$ cat src/rtl/vga_axil_arbiter.sv
// 2:1 round-robin AXI4-Lite arbiter sharing one downstream slave; one outstanding transaction.
// Optional response timeout with SLVERR reply is enabled by defining VGA_AXIL_ARB_TIMEOUT_EN.
module vga_axil_arbiter #(
   parameter int unsigned ADDR_W         = 32,
   parameter int unsigned DATA_W         = 32,
   parameter int unsigned TIMEOUT_CYCLES = 1024,
   localparam int unsigned STRB_W        = DATA_W / 8
) (
   input  logic              clk,
   input  logic              srst,
   // upstream port 0
   input  logic [ADDR_W-1:0] s0_araddr,
   input  logic              s0_arvalid,
   output logic              s0_arready,
   output logic [DATA_W-1:0] s0_rdata,
   output logic [1:0]        s0_rresp,
   output logic              s0_rvalid,
   input  logic              s0_rready,
   input  logic [ADDR_W-1:0] s0_awaddr,
   input  logic              s0_awvalid,
   output logic              s0_awready,
   input  logic [DATA_W-1:0] s0_wdata,
   input  logic [STRB_W-1:0] s0_wstrb,
   input  logic              s0_wvalid,
   output logic              s0_wready,
   output logic [1:0]        s0_bresp,
   output logic              s0_bvalid,
   input  logic              s0_bready,
   // upstream port 1
   input  logic [ADDR_W-1:0] s1_araddr,
   input  logic              s1_arvalid,
   output logic              s1_arready,
   output logic [DATA_W-1:0] s1_rdata,
   output logic [1:0]        s1_rresp,
   output logic              s1_rvalid,
   input  logic              s1_rready,
   input  logic [ADDR_W-1:0] s1_awaddr,
   input  logic              s1_awvalid,
   output logic              s1_awready,
   input  logic [DATA_W-1:0] s1_wdata,
   input  logic [STRB_W-1:0] s1_wstrb,
   input  logic              s1_wvalid,
   output logic              s1_wready,
   output logic [1:0]        s1_bresp,
   output logic              s1_bvalid,
   input  logic              s1_bready,
   // downstream master
   output logic [ADDR_W-1:0] m_araddr,
   output logic              m_arvalid,
   input  logic              m_arready,
   input  logic [DATA_W-1:0] m_rdata,
   input  logic [1:0]        m_rresp,
   input  logic              m_rvalid,
   output logic              m_rready,
   output logic [ADDR_W-1:0] m_awaddr,
   output logic              m_awvalid,
   input  logic              m_awready,
   output logic [DATA_W-1:0] m_wdata,
   output logic [STRB_W-1:0] m_wstrb,
   output logic              m_wvalid,
   input  logic              m_wready,
   input  logic [1:0]        m_bresp,
   input  logic              m_bvalid,
   output logic              m_bready,
   // status
   output logic              grant,
   output logic              busy,
   output logic              timeout_pulse
);

   localparam logic [2:0] ST_IDLE    = 3'd0;
   localparam logic [2:0] ST_RD_ADDR = 3'd1;
   localparam logic [2:0] ST_RD_DATA = 3'd2;
   localparam logic [2:0] ST_WR_ADDR = 3'd3;
   localparam logic [2:0] ST_WR_RESP = 3'd4;
`ifdef VGA_AXIL_ARB_TIMEOUT_EN
   localparam logic [2:0] ST_ERR_RESP = 3'd5;
   localparam logic [2:0] ST_DRAIN    = 3'd6;
   localparam int unsigned CNT_W =
      ($clog2(TIMEOUT_CYCLES) > 16) ? $clog2(TIMEOUT_CYCLES) : 16;
   localparam logic [1:0] RESP_SLVERR = 2'b10;
`endif

   logic [2:0] state_q, state_d;
   logic       grant_q, grant_d;
   logic       rr_ptr_q, rr_ptr_d;
   logic       aw_done_q, aw_done_d;
   logic       w_done_q, w_done_d;
`ifdef VGA_AXIL_ARB_TIMEOUT_EN
   logic             is_wr_q, is_wr_d;
   logic [CNT_W-1:0] tcnt_q, tcnt_d;
   logic             pulse_q, pulse_d;
`endif

   logic [1:0] rd_req, wr_req, req;
   logic       pick;

   assign rd_req = {s1_arvalid, s0_arvalid};
   assign wr_req = {s1_awvalid | s1_wvalid, s0_awvalid | s0_wvalid};
   assign req    = rd_req | wr_req;

   // Granted port's master-driven signals
   logic [ADDR_W-1:0] g_araddr, g_awaddr;
   logic [DATA_W-1:0] g_wdata;
   logic [STRB_W-1:0] g_wstrb;
   logic              g_arvalid, g_rready, g_awvalid, g_wvalid, g_bready;

   assign g_araddr  = grant_q ? s1_araddr  : s0_araddr;
   assign g_arvalid = grant_q ? s1_arvalid : s0_arvalid;
   assign g_rready  = grant_q ? s1_rready  : s0_rready;
   assign g_awaddr  = grant_q ? s1_awaddr  : s0_awaddr;
   assign g_awvalid = grant_q ? s1_awvalid : s0_awvalid;
   assign g_wdata   = grant_q ? s1_wdata   : s0_wdata;
   assign g_wstrb   = grant_q ? s1_wstrb   : s0_wstrb;
   assign g_wvalid  = grant_q ? s1_wvalid  : s0_wvalid;
   assign g_bready  = grant_q ? s1_bready  : s0_bready;

   // Responses/readies destined for the granted port
   logic              up_arready, up_rvalid, up_awready, up_wready, up_bvalid;
   logic [DATA_W-1:0] up_rdata;
   logic [1:0]        up_rresp, up_bresp;

   // Channel forwarding, gated by state and per-channel completion
   always_comb begin
      m_araddr   = '0;
      m_arvalid  = 1'b0;
      m_rready   = 1'b0;
      m_awaddr   = '0;
      m_awvalid  = 1'b0;
      m_wdata    = '0;
      m_wstrb    = '0;
      m_wvalid   = 1'b0;
      m_bready   = 1'b0;
      up_arready = 1'b0;
      up_rvalid  = 1'b0;
      up_rdata   = '0;
      up_rresp   = '0;
      up_awready = 1'b0;
      up_wready  = 1'b0;
      up_bvalid  = 1'b0;
      up_bresp   = '0;
      case (state_q)
         ST_RD_ADDR: begin
            m_araddr   = g_araddr;
            m_arvalid  = g_arvalid;
            up_arready = m_arready;
         end
         ST_RD_DATA: begin
            m_rready  = g_rready;
            up_rvalid = m_rvalid;
            up_rdata  = m_rdata;
            up_rresp  = m_rresp;
         end
         ST_WR_ADDR: begin
            if (!aw_done_q) begin
               m_awaddr   = g_awaddr;
               m_awvalid  = g_awvalid;
               up_awready = m_awready;
            end
            if (!w_done_q) begin
               m_wdata   = g_wdata;
               m_wstrb   = g_wstrb;
               m_wvalid  = g_wvalid;
               up_wready = m_wready;
            end
         end
         ST_WR_RESP: begin
            m_bready  = g_bready;
            up_bvalid = m_bvalid;
            up_bresp  = m_bresp;
         end
`ifdef VGA_AXIL_ARB_TIMEOUT_EN
         ST_ERR_RESP: begin
            if (is_wr_q) begin
               up_bvalid = 1'b1;
               up_bresp  = RESP_SLVERR;
            end else begin
               up_rvalid = 1'b1;
               up_rresp  = RESP_SLVERR;
            end
         end
         ST_DRAIN: begin
            m_bready = is_wr_q;
            m_rready = !is_wr_q;
         end
`endif
         default: ;
      endcase
   end

   // Route to granted port; the other port sees all zeros
   always_comb begin
      s0_arready = !grant_q & up_arready;
      s0_rvalid  = !grant_q & up_rvalid;
      s0_rdata   = grant_q ? '0 : up_rdata;
      s0_rresp   = grant_q ? '0 : up_rresp;
      s0_awready = !grant_q & up_awready;
      s0_wready  = !grant_q & up_wready;
      s0_bvalid  = !grant_q & up_bvalid;
      s0_bresp   = grant_q ? '0 : up_bresp;
      s1_arready = grant_q & up_arready;
      s1_rvalid  = grant_q & up_rvalid;
      s1_rdata   = grant_q ? up_rdata : '0;
      s1_rresp   = grant_q ? up_rresp : '0;
      s1_awready = grant_q & up_awready;
      s1_wready  = grant_q & up_wready;
      s1_bvalid  = grant_q & up_bvalid;
      s1_bresp   = grant_q ? up_bresp : '0;
   end

   logic ar_hs, r_hs, aw_hs, w_hs, b_hs;
   assign ar_hs = m_arvalid & m_arready;
   assign r_hs  = m_rvalid  & m_rready;
   assign aw_hs = m_awvalid & m_awready;
   assign w_hs  = m_wvalid  & m_wready;
   assign b_hs  = m_bvalid  & m_bready;

   // Next-state logic
   always_comb begin
      state_d   = state_q;
      grant_d   = grant_q;
      rr_ptr_d  = rr_ptr_q;
      aw_done_d = aw_done_q;
      w_done_d  = w_done_q;
      pick      = (req[0] && req[1]) ? rr_ptr_q : req[1];
`ifdef VGA_AXIL_ARB_TIMEOUT_EN
      is_wr_d = is_wr_q;
      tcnt_d  = tcnt_q;
      pulse_d = 1'b0;
`endif
      case (state_q)
         ST_IDLE: begin
            if (req != 2'b00) begin
               grant_d = pick;
               state_d = wr_req[pick] ? ST_WR_ADDR : ST_RD_ADDR;
`ifdef VGA_AXIL_ARB_TIMEOUT_EN
               is_wr_d = wr_req[pick];
`endif
            end
         end
         ST_RD_ADDR: begin
            if (ar_hs) begin
               state_d = ST_RD_DATA;
`ifdef VGA_AXIL_ARB_TIMEOUT_EN
               tcnt_d = '0;
`endif
            end
         end
         ST_RD_DATA: begin
            if (r_hs) begin
               state_d  = ST_IDLE;
               rr_ptr_d = ~grant_q;
            end
`ifdef VGA_AXIL_ARB_TIMEOUT_EN
            else if (!m_rvalid) begin
               if (tcnt_q == CNT_W'(TIMEOUT_CYCLES - 1)) begin
                  state_d = ST_ERR_RESP;
                  pulse_d = 1'b1;
               end else begin
                  tcnt_d = tcnt_q + CNT_W'(1);
               end
            end
`endif
         end
         ST_WR_ADDR: begin
            aw_done_d = aw_done_q | aw_hs;
            w_done_d  = w_done_q | w_hs;
            if ((aw_done_q | aw_hs) && (w_done_q | w_hs)) begin
               state_d   = ST_WR_RESP;
               aw_done_d = 1'b0;
               w_done_d  = 1'b0;
`ifdef VGA_AXIL_ARB_TIMEOUT_EN
               tcnt_d = '0;
`endif
            end
         end
         ST_WR_RESP: begin
            if (b_hs) begin
               state_d  = ST_IDLE;
               rr_ptr_d = ~grant_q;
            end
`ifdef VGA_AXIL_ARB_TIMEOUT_EN
            else if (!m_bvalid) begin
               if (tcnt_q == CNT_W'(TIMEOUT_CYCLES - 1)) begin
                  state_d = ST_ERR_RESP;
                  pulse_d = 1'b1;
               end else begin
                  tcnt_d = tcnt_q + CNT_W'(1);
               end
            end
`endif
         end
`ifdef VGA_AXIL_ARB_TIMEOUT_EN
         ST_ERR_RESP: begin
            if (is_wr_q ? g_bready : g_rready) state_d = ST_DRAIN;
         end
         // The late downstream response is swallowed here
         ST_DRAIN: begin
            if (r_hs || b_hs) begin
               state_d  = ST_IDLE;
               rr_ptr_d = ~grant_q;
            end
         end
`endif
         default: state_d = ST_IDLE;
      endcase
   end

   always_ff @(posedge clk) begin
      if (srst) begin
         state_q   <= ST_IDLE;
         grant_q   <= 1'b0;
         rr_ptr_q  <= 1'b0;
         aw_done_q <= 1'b0;
         w_done_q  <= 1'b0;
`ifdef VGA_AXIL_ARB_TIMEOUT_EN
         is_wr_q <= 1'b0;
         tcnt_q  <= '0;
         pulse_q <= 1'b0;
`endif
      end else begin
         state_q   <= state_d;
         grant_q   <= grant_d;
         rr_ptr_q  <= rr_ptr_d;
         aw_done_q <= aw_done_d;
         w_done_q  <= w_done_d;
`ifdef VGA_AXIL_ARB_TIMEOUT_EN
         is_wr_q <= is_wr_d;
         tcnt_q  <= tcnt_d;
         pulse_q <= pulse_d;
`endif
      end
   end

   assign grant = grant_q;
   assign busy  = (state_q != ST_IDLE);
`ifdef VGA_AXIL_ARB_TIMEOUT_EN
   assign timeout_pulse = pulse_q;
`else
   logic unused_timeout_cfg;
   assign unused_timeout_cfg = ^32'(TIMEOUT_CYCLES);
   assign timeout_pulse      = 1'b0;
`endif

endmodule

$ cat config.mk
export PLATFORM = sky130hd
export DESIGN_NAME = vga_axil_arbiter
export DESIGN_NICKNAME = d
export VERILOG_FILES = /design/src/rtl/vga_axil_arbiter.sv
export SDC_FILE = /design/constraint.sdc
export NUM_CORES = 1
export LEC_CHECK = 0
export BUFFER_PORTS_ARGS = -buffer_cell sky130_fd_sc_hd__buf_2
export CORE_AREA = 4 4 168 170
export DETAILED_ROUTE_END_ITERATION = 12
export DIE_AREA = 0 0 172 174
export PLACE_DENSITY = 0.34
export SYNTH_ARGS = -nofsm -noshare
export SYNTH_HDL_FRONTEND = slang
export SYNTH_SLANG_ARGS = --single-unit
$ cat constraint.sdc
create_clock -name clk -period 2.6 [get_ports clk]
set_input_delay 0.78 -clock clk [delete_from_list [all_inputs] [get_ports clk]]
set_output_delay 0.78 -clock clk [all_outputs]
set_load 0.01 [all_outputs]
# Yosys cells after proc, flatten, opt, wreduce, memory -nomap -nowiden
# Index checks and enable logic that the tools add are counted.
# classes
n_shift	0
magnitude_cmp	1
add_sub_neg	0
muxes	54
div	0
n_eq_ne	9
n_bitwise	21
n_reduce_logical	10
mul	0
# ops
cell	count
$mux W32	11
$mux W1	26
$and A1 B1 Y1	15
$mux W3	5
$pmux W3 S5	1
$mux W2	7
$mux W4	3
$ne A2 B2 Y1 const B	5
$eq A3 B2 Y1 const B	2
$reduce_and A5 Y1	1
$or A1 B1 Y1	4
$reduce_bool A2 Y1	2
$eq A3 B1 Y1 const B	1
$eq A3 B3 Y1 const B	1
$logic_not A3 Y1	1
$reduce_and A3 Y1	1
$reduce_bool A3 Y1	1
$logic_and A1 B1 Y1	2
$lt A1 B2 Y1 const B	1
$or A2 B2 Y2	1
$pmux W1 S2	1
$reduce_and A2 Y1	1
$logic_not A1 Y1	1
$not A1 Y1	1
# word_totals
reg_bits	7
mem_count	0
mem_bits_ro	0
mem_bits_rw	0
latchBits	0
word_cells	100
in_bits	253
out_inout_bits	190

# Logic depth before layout (Yosys ltp)
# Gate-level depths: netlist of the first run.
# depth
ltp_word	9
ltp_mapped	7
mapped_depth_nobuf	5

# Worst setup path before layout of the first run
# Ideal clock, no wire load.
# synth_timing
path_kind	reg-to-output
start	register state_q[1]
end	output s0_rdata[10]
arrival_time_ns	1.514
n_path_buf	2
setup_slack_ns	0.306
required_time_ns	1.820
stages_incl_launch_ff	6
path_cell_list	dfxtp_1 buf_2 or3b_1 nor2_2 clkbuf_1 and2_1
# synth_between
elab_chain_len	3
# synth_lines
element	line	rtl
start: declaration	84	logic [2:0] state_q, state_d;
start signal: assignment	322	state_q <= state_d;
$eq A3 B2 Y1	142	case (state_q)
$mux W32	142	
$mux W32	195	s0_rdata = grant_q ? '0 : up_rdata;
end: declaration	15	output logic [DATA_W-1:0] s0_rdata,
# No other way between the ends.

# Worst setup path after layout of the first run
# layout_timing
start	register state_q[2]
end	output s1_rdata[29]
# layout_between
elab_chain_len	3
# layout_lines
element	line	rtl
$eq A3 B2 Y1	142	
$mux W32	142	
$mux W32	203	s1_rdata = grant_q ? up_rdata : '0;
end: declaration	33	output logic [DATA_W-1:0] s1_rdata,
# No other way between the ends.

==> results of run 1 <==
==> state kept, by name, summed over array words and instances (netlist names) <==
register   count
state_q        3
aw_done_q      1
grant          1
rr_ptr_q       1
w_done_q       1
==> synth_stat cells, drive strengths merged, types with 2 or more instances <==
| master | count | share of area |
|---|---|---|
| and2 | 70 | 0.17 |
| a21oi | 8 | 0.015 |
| nor2b | 2 | 0.0047 |
| or3 | 4 | 0.0095 |
| nand2b | 2 | 0.0047 |
| mux2 | 2 | 0.010 |
| nor2 | 116 | 0.17 |
| inv | 5 | 0.0071 |
| nand2 | 6 | 0.0085 |
| mux2i | 103 | 0.39 |
| or3b | 2 | 0.0066 |
| a211oi | 2 | 0.0057 |
| nor3 | 10 | 0.019 |
| dfxtp | 7 | 0.053 |
| nand4 | 2 | 0.0047 |
| a2111oi | 2 | 0.014 |
| clkbuf | 19 | 0.027 |
| buf | 16 | 0.034 |
| and3 | 6 | 0.014 |
==> worst max-delay path, cell delays in order, from the launching register on <==
cell and delay [ns]:
dfxtp_1 0.38, or3b_4 0.46, nor2_2 0.14, buf_12 0.18
and2_1 0.15, buf_2 0.13
==> where the power goes <==
part	total [mW]	switching, mW	internal, mW	leakage, nW
Clock	0.260	0.0564	0.204	0.0382
Combinational	2.10	1.16	0.938	2.89
Sequential	0.166	0.0359	0.130	0.0579
==> cells by family after synthesis <==
| family | after synthesis | synth area share |
|---|---|---|
| multiplexers | 105 | 0.401 |
| flip-flops | 7 | 0.0531 |
| AND/OR/NAND/NOR | 223 | 0.412 |
| other | 1 | 0.00142 |
| AO/OA/AOI/OAI | 22 | 0.0640 |
| buffers and inverters | 40 | 0.0683 |
==> final cells by class <==
class	count	area share
inverters	5	0.00345
clock buffers	4	0.0145
well taps	341	0.0785
multi-input cells	351	0.427
repair buffers	459	0.450
flip-flops and latches	7	0.0265
==> cell usage in the layout (no fill, tap or decap), types with 3 or more instances in the layout <==
| cell | netlist | routed |
|---|---|---|
| buf_2 | 9 | 441 |
| nor2_1 | 114 | 113 |
| mux2i_1 | 103 | 103 |
| and2_1 | 70 | 70 |
| nor3_1 | 10 | 10 |
| buf_4 | 3 | 10 |
| a21oi_1 | 8 | 8 |
| buf_12 | 0 | 8 |
| and3_1 | 6 | 6 |
| nand2_1 | 6 | 6 |
| dfxtp_1 | 7 | 6 |
| inv_1 | 5 | 5 |
| or3_1 | 4 | 4 |
| nor2_2 | 2 | 3 |
| clkbuf_16 | 0 | 3 |
==> per-stage QoR <==
step                cells   util  worst slack [ns]  hold slack [ns]  power (mW)
finish               1167  0.203             0.131            0.519        2.53
global route         1167  0.203            0.0169            0.548        2.76
CTS                  1166  0.203            0.0448            0.521        2.57
detailed placement   1162  0.200             0.227            0.515        2.30
global placement     1162  0.200             0.233            0.514        2.31
floorplan             398      -             0.306            0.481        1.29
==> routing by layer <==
metal	wire length, um	GRT usage
met4	194	0.0118
met5	0	0
met3	936	0.00978
met1	7080	0.136
met2	8950	0.190
==> path summary, 6_finish.rpt <==
path                                start  slack (ns)                      end
setup reg to reg       grant$_SDFFE_PP0P_        0.77  state_q[1]$_SDFFE_PP0P_
hold / removal      w_done_q$_SDFFE_PP0P_        0.52    w_done_q$_SDFFE_PP0P_
setup / recovery  state_q[2]$_SDFFE_PP0P_        0.13             s1_rdata[29]
hold reg to reg     w_done_q$_SDFFE_PP0P_        0.52    w_done_q$_SDFFE_PP0P_
==> timing repair <==
action,CTS,global route
setup buffers,0,1
resized for setup,0,2
endpoints found under the hold margin,0,0
setup endpoints to repair,0,92
==> flow_summary_export.csv, run 1 <==
group,metric,value,unit
outcome,status,"finished clean",
critical_path,critPathKind,"reg2out",
yosys,syn-num-nets,651,
sta,rsz0062_at_grt,"false",
sta,skew,0.000681,ns
final_layout,diodes,0,
sta,period_needed,2.47,ns
yosys,synth-main-ff-cell,"dfxtp_1",
final_layout,postLayoutCellArea,5430,um2
run,drv_cap,0,
final_layout,multiInputGateArea,2320,um2
floorplan,pin_count,443,
global_routing,grt_remaining_overflow,0,
floorplan,initial_utilization,0.0987,
critical_path,worstPathRequired,1.82,ns
sta,period_share,0.950,
detailed_routing,vias_per_cell,3.61,
clocking,cts_tree,"done",
yosys,netlist-cell-type-count,39,
detailed_routing,drt-total-wl,17200,um
final_layout,final_layout_size_suffix_gt1_frac,0.571,
yosys,synthArstFlopShare,0,
placed_design,port-buffer-count,441,
placed_design,hpwl,15100,um
clocking,cts_hold_buf,0,
clocking,numCtsBuffers,3,
critical_path,crit_arrival,1.69,ns
clocking,clockBufferDepth,2,
floorplan,dieArea,29900,um2
clocking,clk_pin_slew,0.04,ns
critical_path,r2r_cells,5,
sta,tns,0,ns
floorplan,fp-row-count,60,
global_routing,grt_pass1_vias,4286,
placed_design,place_congestion,0.864,
yosys,avgSynthCellArea,6.63,um2
yosys,yosysWarnings,0,
clocking,cts-root-buf,"clkbuf_16",
global_routing,antenna_found_initial,0,
clocking,clock_latency,0.23,ns
worst_hold_path,hp-class,"reg2reg",
floorplan,die_h,174,um
detailed_routing,drc,0,
sta,slew_headroom,0.597,
detailed_routing,dr_total_vias,4210,
clocking,cts_htree_levels,1,
detailed_routing,detail_route.first_pass.iterations,4,
sta,finalSetupViolations,0,
critical_path,crit_fanout,35,
worst_hold_path,hold_depth,2,
yosys,ys_ff_latch,7,
yosys,syn_area,2640,um2
global_routing,grt_max_degree,41,
yosys,synth_edf_count,0,
final_layout,num-fill-cells,3123,
sta,tightest_slew,0.588,ns
critical_path,cp-start-kind,"flop",
sta,hold_viol,0,
global_routing,grt_pass1_wl,25200,um
sta,clock.fmax,0.405,GHz
placed_design,postPlaceCellArea,5340,um2
floorplan,core_area,26700,um2
clocking,cts.sinks,7,
pwr,power.density,465,nW/um2
detailed_routing,drtIter0Drc,126,
global_routing,gr-usage-all-layers,0.104,
final_layout,seq_area,144,um2
pwr,ir_drop,0.000212,V
final_layout,nets,1080,
pwr,p_leak,2.99,nW
detailed_routing,detail-route-antenna-nets,0,
floorplan,die_w,172,um
yosys,ys_seq_area_frac,0.0531,
final_layout,area_growth,106,%
sta,drv_slew,0,
detailed_routing,wl_per_cell,14.7,um
critical_path,critPathCaptureType,"output pin",
yosys,syn_inst,398,
Power figures use the tool's default switching activity.
==> inputs of run 2 (changes only) <==
Clock period 2.6 ns to 2.4 ns, I/O delays scaled along.
==> flow_summary_export.csv, run 2 (same netlist as run 1, synthesis figures left out) <==
group,metric,value,unit
worst_hold_path,hp-class,"reg2reg",
final_layout,final_common_cell,"buf_2",
sta,period_needed,2.35,ns
critical_path,critPathCaptureType,"output pin",
sta,hold_viol,0,
pwr,totalPowerFinal,2.76,mW
pwr,power_frac_comb,0.832,
floorplan,core_area,26700,um2
global_routing,grt_pass1_vias,4221,
detailed_routing,vias_per_cell,3.61,
global_routing,antenna_found_initial,0,
clocking,clk_pin_slew,0.04,ns
detailed_routing,drt-total-wl,16900,um
global_routing,grt_remaining_overflow,0,
detailed_routing,detail_route.first_pass.iterations,4,
final_layout,area_growth,108,%
final_layout,seq_area,145,um2
pwr,internal_power,1.40,mW
detailed_routing,drc,0,
placed_design,port-buffer-count,441,
final_layout,layout.cells.non_filler,1170,
outcome,status,"finished clean",
floorplan,dieArea,29900,um2
final_layout,nets,1083,
clocking,cts.sinks,7,
clocking,cts_hold_buf,0,
sta,holdWs,0.512,ns
floorplan,pin_count,443,
pwr,pwr-share-seq,0.064,
floorplan,fp-row-count,60,
placed_design,hpwl,14900,um
critical_path,crit_arrival,1.63,ns
sta,finalSetupViolations,0,
clocking,post_cts_resized,2,
critical_path,critPathKind,"reg2out",
final_layout,final_cell_mix,"buf_2 (441), nor2_1 (109), mux2i_1 (103), and2_1 (70), buf_4 (11)",
clocking,cts_htree_levels,1,
sta,skew,0.00206,ns
sta,rsz0062_at_grt,"true",
floorplan,die_h,174,um
critical_path,worstPathRequired,1.68,ns
critical_path,crit_fanout,35,
floorplan,initial_utilization,0.0987,
pwr,ir_drop,0.000181,V
final_layout,final_layout_size_suffix_gt1_frac,0.579,
critical_path,crit_path_max_incr_delay,0.44,ns
detailed_routing,drtIter0Drc,120,
sta,drv_slew,0,
clocking,cts-root-buf,"clkbuf_16",
sta,clock.fmax,0.426,GHz
final_layout,postLayoutCellArea,5500,um2
final_layout,num-fill-cells,3140,
critical_path,worstPathCellList,"or3b_4 > nor2_2 > buf_12 > and2_1 > buf_2",
clocking,numCtsBuffers,3,
detailed_routing,dr_total_vias,4221,
pwr,p_leak,3.01,nW
pwr,power.density,503,nW/um2
floorplan,die_w,172,um
sta,setup_slack,0.0530,ns
detailed_routing,detail-route-antenna-nets,0,
worst_hold_path,hold_depth,2,
clocking,clockBufferDepth,2,
placed_design,postPlaceCellArea,5400,um2
final_layout,final_core_util,0.206,
sta,period_share,0.978,
detailed_routing,wl_per_cell,14.4,um
critical_path,slowest_stage,"or3b_4",
pwr,clockPowerShare,0.103,
final_layout,diodes,0,
sta,tns,0,ns
placed_design,dp.cells,1166,
critical_path,cp-start-kind,"flop",
global_routing,gr-usage-all-layers,0.102,
critical_path,r2r_cells,6,
final_layout,top_register,"state_q",
final_layout,largest_reg_flops,3,
clocking,clock_latency,0.23,ns
clocking,cts_tree,"done",
global_routing,grt_pass1_wl,24500,um
final_layout,multiInputGateArea,2340,um2
pwr,p_sw_frac,0.493,
run,drv_cap,0,
global_routing,grt_max_degree,38,
pwr,p_switching,1.36,mW
clocking,post-cts-setup-buffer-count,0,
placed_design,dp_slack,0.164,ns
placed_design,place_congestion,0.867,
[run 2: changes by cell type in the layout (fill, tap and decap cells not counted), sizes merged]
cell / delta
buf: +3
[run 2: final cells by class]
class | count | area share
clock buffer | 4 | 0.0143
inverter | 5 | 0.00341
multi-input combinational | 351 | 0.425
sequential | 7 | 0.0264
tap | 341 | 0.0776
timing repair buffer | 462 | 0.453
[run 2: final timing paths]
check | to | slack, ns | start
worst min-delay path | w_done_q$_SDFFE_PP0P_ | 0.51 | w_done_q$_SDFFE_PP0P_
worst min register to register | w_done_q$_SDFFE_PP0P_ | 0.51 | w_done_q$_SDFFE_PP0P_
worst max register to register | state_q[1]$_SDFFE_PP0P_ | 0.45 | grant$_SDFFE_PP0P_
worst max-delay path | s1_rdata[23] | 0.05 | state_q[2]$_SDFFE_PP0P_
[run 2: metal layers]
metal,global-route usage,up-vias,wire length [um]
met4,0.0134,0,206
met3,0.0130,16,983
met5,0,-,0
met1,0.132,1832,6970
met2,0.184,178,8740
li1,-,2195,-
[run 2: worst max-delay path: cells and delay by family, from the launching register on]
kind / cells / cell delay [ns]
buffers and inverters: 2 / 0.31
DFF: 1 / 0.34
and+or+nand+nor: 3 / 0.73
[run 2: power by group through the flow]
stage / Sequential (mW) / Combinational [mW] / Clock (mW)
after floorplan: 0.152 / 1.25 / 0
after global placement: 0.180 / 2.34 / 0
after detailed placement: 0.178 / 2.32 / 0
after CTS: 0.179 / 2.34 / 0.293
after global routing: 0.183 / 2.53 / 0.303
final: 0.178 / 2.30 / 0.285
==> inputs of run 3 (changes only) <==
Settings changed: BUFFER_PORTS_ARGS -buffer_cell sky130_fd_sc_hd__buf_2 to default, CORE_AREA 4 4 168 170 to 4 4 171 173, DIE_AREA 0 0 172 174 to 0 0 175 177, DONT_BUFFER_PORTS from default to 1, PLACE_DENSITY 0.34 to 0.3.
==> flow_summary_export.csv, run 3 (same netlist as run 1, synthesis figures left out) <==
group,metric,value,unit
final_layout,final_layout_size_suffix_gt1_frac,0.253,
final_layout,area_growth,48.7,%
sta,rsz0062_at_grt,"false",
sta,period_needed,2.30,ns
sta,clock.fmax,0.434,GHz
critical_path,worstPathRequired,1.68,ns
floorplan,die_h,177,um
floorplan,core_area,27600,um2
critical_path,r2r_start,"grant$_SDFFE_PP0P_",
floorplan,fp-row-count,61,
detailed_routing,detail-route-antenna-nets,0,
global_routing,gr-usage-all-layers,0.0755,
critical_path,cp-start-kind,"flop",
worst_hold_path,hold_depth,2,
worst_hold_path,hp-class,"reg2reg",
clocking,clockBufferDepth,2,
sta,period_share,0.959,
global_routing,grt_util_met2,0.123,
outcome,status,"finished clean",
clocking,cts_htree_levels,1,
sta,hold_viol,0,
critical_path,r2r-end,"state_q[1]$_SDFFE_PP0P_",
global_routing,grtUsageMet1,0.111,
critical_path,r2r_cells,6,
global_routing,antenna_found_initial,0,
placed_design,port-buffer-count,0,
detailed_routing,drtIter0Drc,145,
final_layout,final_common_cell,"nor2_1",
pwr,totalPowerFinal,2.47,mW
detailed_routing,wl_per_cell,17.0,um
clocking,cts-root-buf,"clkbuf_16",
clocking,numCtsBuffers,3,
global_routing,grt_remaining_overflow,0,
clocking,cts_tree,"done",
critical_path,r2r_setup_slack,0.31,ns
worst_hold_path,holdPathEnd,"w_done_q$_SDFFE_PP0P_",
sta,drv_slew,0,
final_layout,top_register,"state_q",
sta,tns,0,ns
global_routing,grt_pass1_vias,2881,
pwr,power.density,630,nW/um2
placed_design,place_congestion,0.749,
global_routing,top_usage_layer,"met2",
sta,holdWs,0.508,ns
detailed_routing,dr_total_vias,3135,
clocking,clk_pin_slew,0.04,ns
global_routing,grt_pass1_wl,18500,um
pwr,p_leak,1.42,nW
global_routing,grtUsageMet3,0.0109,
global_routing,grt_max_degree,45,
final_layout,final_cell_mix,"nor2_1 (112), mux2i_1 (103), buf_4 (89), and2_1 (68), nor3_1 (10)",
clocking,cts_hold_buf,0,
run,drv_cap,0,
floorplan,die_w,175,um
floorplan,initial_utilization,0.0955,
sta,setup_slack,0.0976,ns
critical_path,critPathKind,"reg2out",
final_layout,nets,720,
floorplan,dieArea,31000,um2
detailed_routing,drc,0,
floorplan,pin_count,443,
detailed_routing,vias_per_cell,3.71,
detailed_routing,drt-total-wl,14300,um
clocking,cts.sinks,7,
worst_hold_path,hold_path_startpoint,"w_done_q$_SDFFE_PP0P_",
placed_design,dp_slack,0.0449,ns
sta,finalSetupViolations,0,
placed_design,hpwl,12500,um
critical_path,critPathCaptureType,"output pin",
final_layout,diodes,0,
critical_path,crit_fanout,9,
detailed_routing,detail_route.first_pass.iterations,4,
pwr,ir_drop,0.000276,V
clocking,clock_latency,0.24,ns
final_layout,largest_reg_flops,3,
sta,skew,0.00663,ns
critical_path,crit_arrival,1.58,ns
-- run 3: cell types whose count changed in the layout (fill, tap and decap cells not counted) --
cell,delta
dfxtp_2,+1
and2_1,-2
clkbuf_1,-1
and2_4,+2
buf_2,-441
buf_4,+78
clkinv_2,+1
clkbuf_16,+1
nor2_1,+3
buf_16,+1
clkbuf_4,+1
buf_12,-3
dfxtp_1,-1
nor2_2,-3
-- run 3: worst max-delay path, cell delays in order, from the launching register on --
cell and delay [ns]:
dfxtp_4 0.49, clkbuf_4 0.26, mux2_4 0.35, and3_1 0.24
-- run 3: report_power, final --
part           total [mW]  leakage, nW  switching [mW]  internal, mW
Sequential          0.185       0.0587          0.0421         0.143
Clock               0.293       0.0409          0.0737         0.220
Combinational        1.99         1.32            1.12         0.876
Total                2.47         1.42            1.23          1.24
-- run 3: layout make-up --
type                            count  area [um2]
Multi-Input combinational cell    351        2330
Fill cell                        3209       23700
Timing Repair Buffer               99         868
Inverter                            5        18.8
Clock buffer                        3        75.1
Sequential cell                     7         146
Tap cell                          378         473
Clock inverter                      1        5.00
-- run 3: what timing repair did --
| action | 4_1_cts | 5_1_grt |
|---|---|---|
| endpoints found under the setup margin | 66 | 89 |
| cloned | 0 | 1 |
| buffers inserted | 0 | 1 |
| resized for setup | 4 | 5 |
-- run 3: metal layers --
metal / vias to the layer above / wire length, um / part of all wire
li1: 1468 / - / -
met1: 1474 / 6240 / 0.43
met2: 188 / 7130 / 0.50
met3: 5 / 953 / 0.066
met4: 0 / 28 / 0.0020
met5: - / 0 / 0
-- run 3: stage by stage --
step	instance area (um2)	util	instances
floorplan	2640	-	398
global placement	3780	0.137	838
detailed placement	3780	0.137	838
CTS	3880	0.140	842
global route	3920	0.142	844
finish	3920	0.142	844
-- run 3: how the worst max path moves through the flow --
stage	to	startpoint	slack, ns	depth (start not counted)
3_3_place_gp	m_wvalid	state_q[1]$_SDFFE_PP0P_	-0.02	5
3_5_place_dp	m_wvalid	state_q[1]$_SDFFE_PP0P_	0.04	5
2_1_floorplan	s0_rdata[10]	state_q[1]$_SDFFE_PP0P_	0.17	5
4_1_cts	m_araddr[30]	grant$_SDFFE_PP0P_	0.007	5
6_report	m_bready	grant$_SDFFE_PP0P_	0.1	3
5_1_grt	m_awvalid	grant$_SDFFE_PP0P_	0.003	4
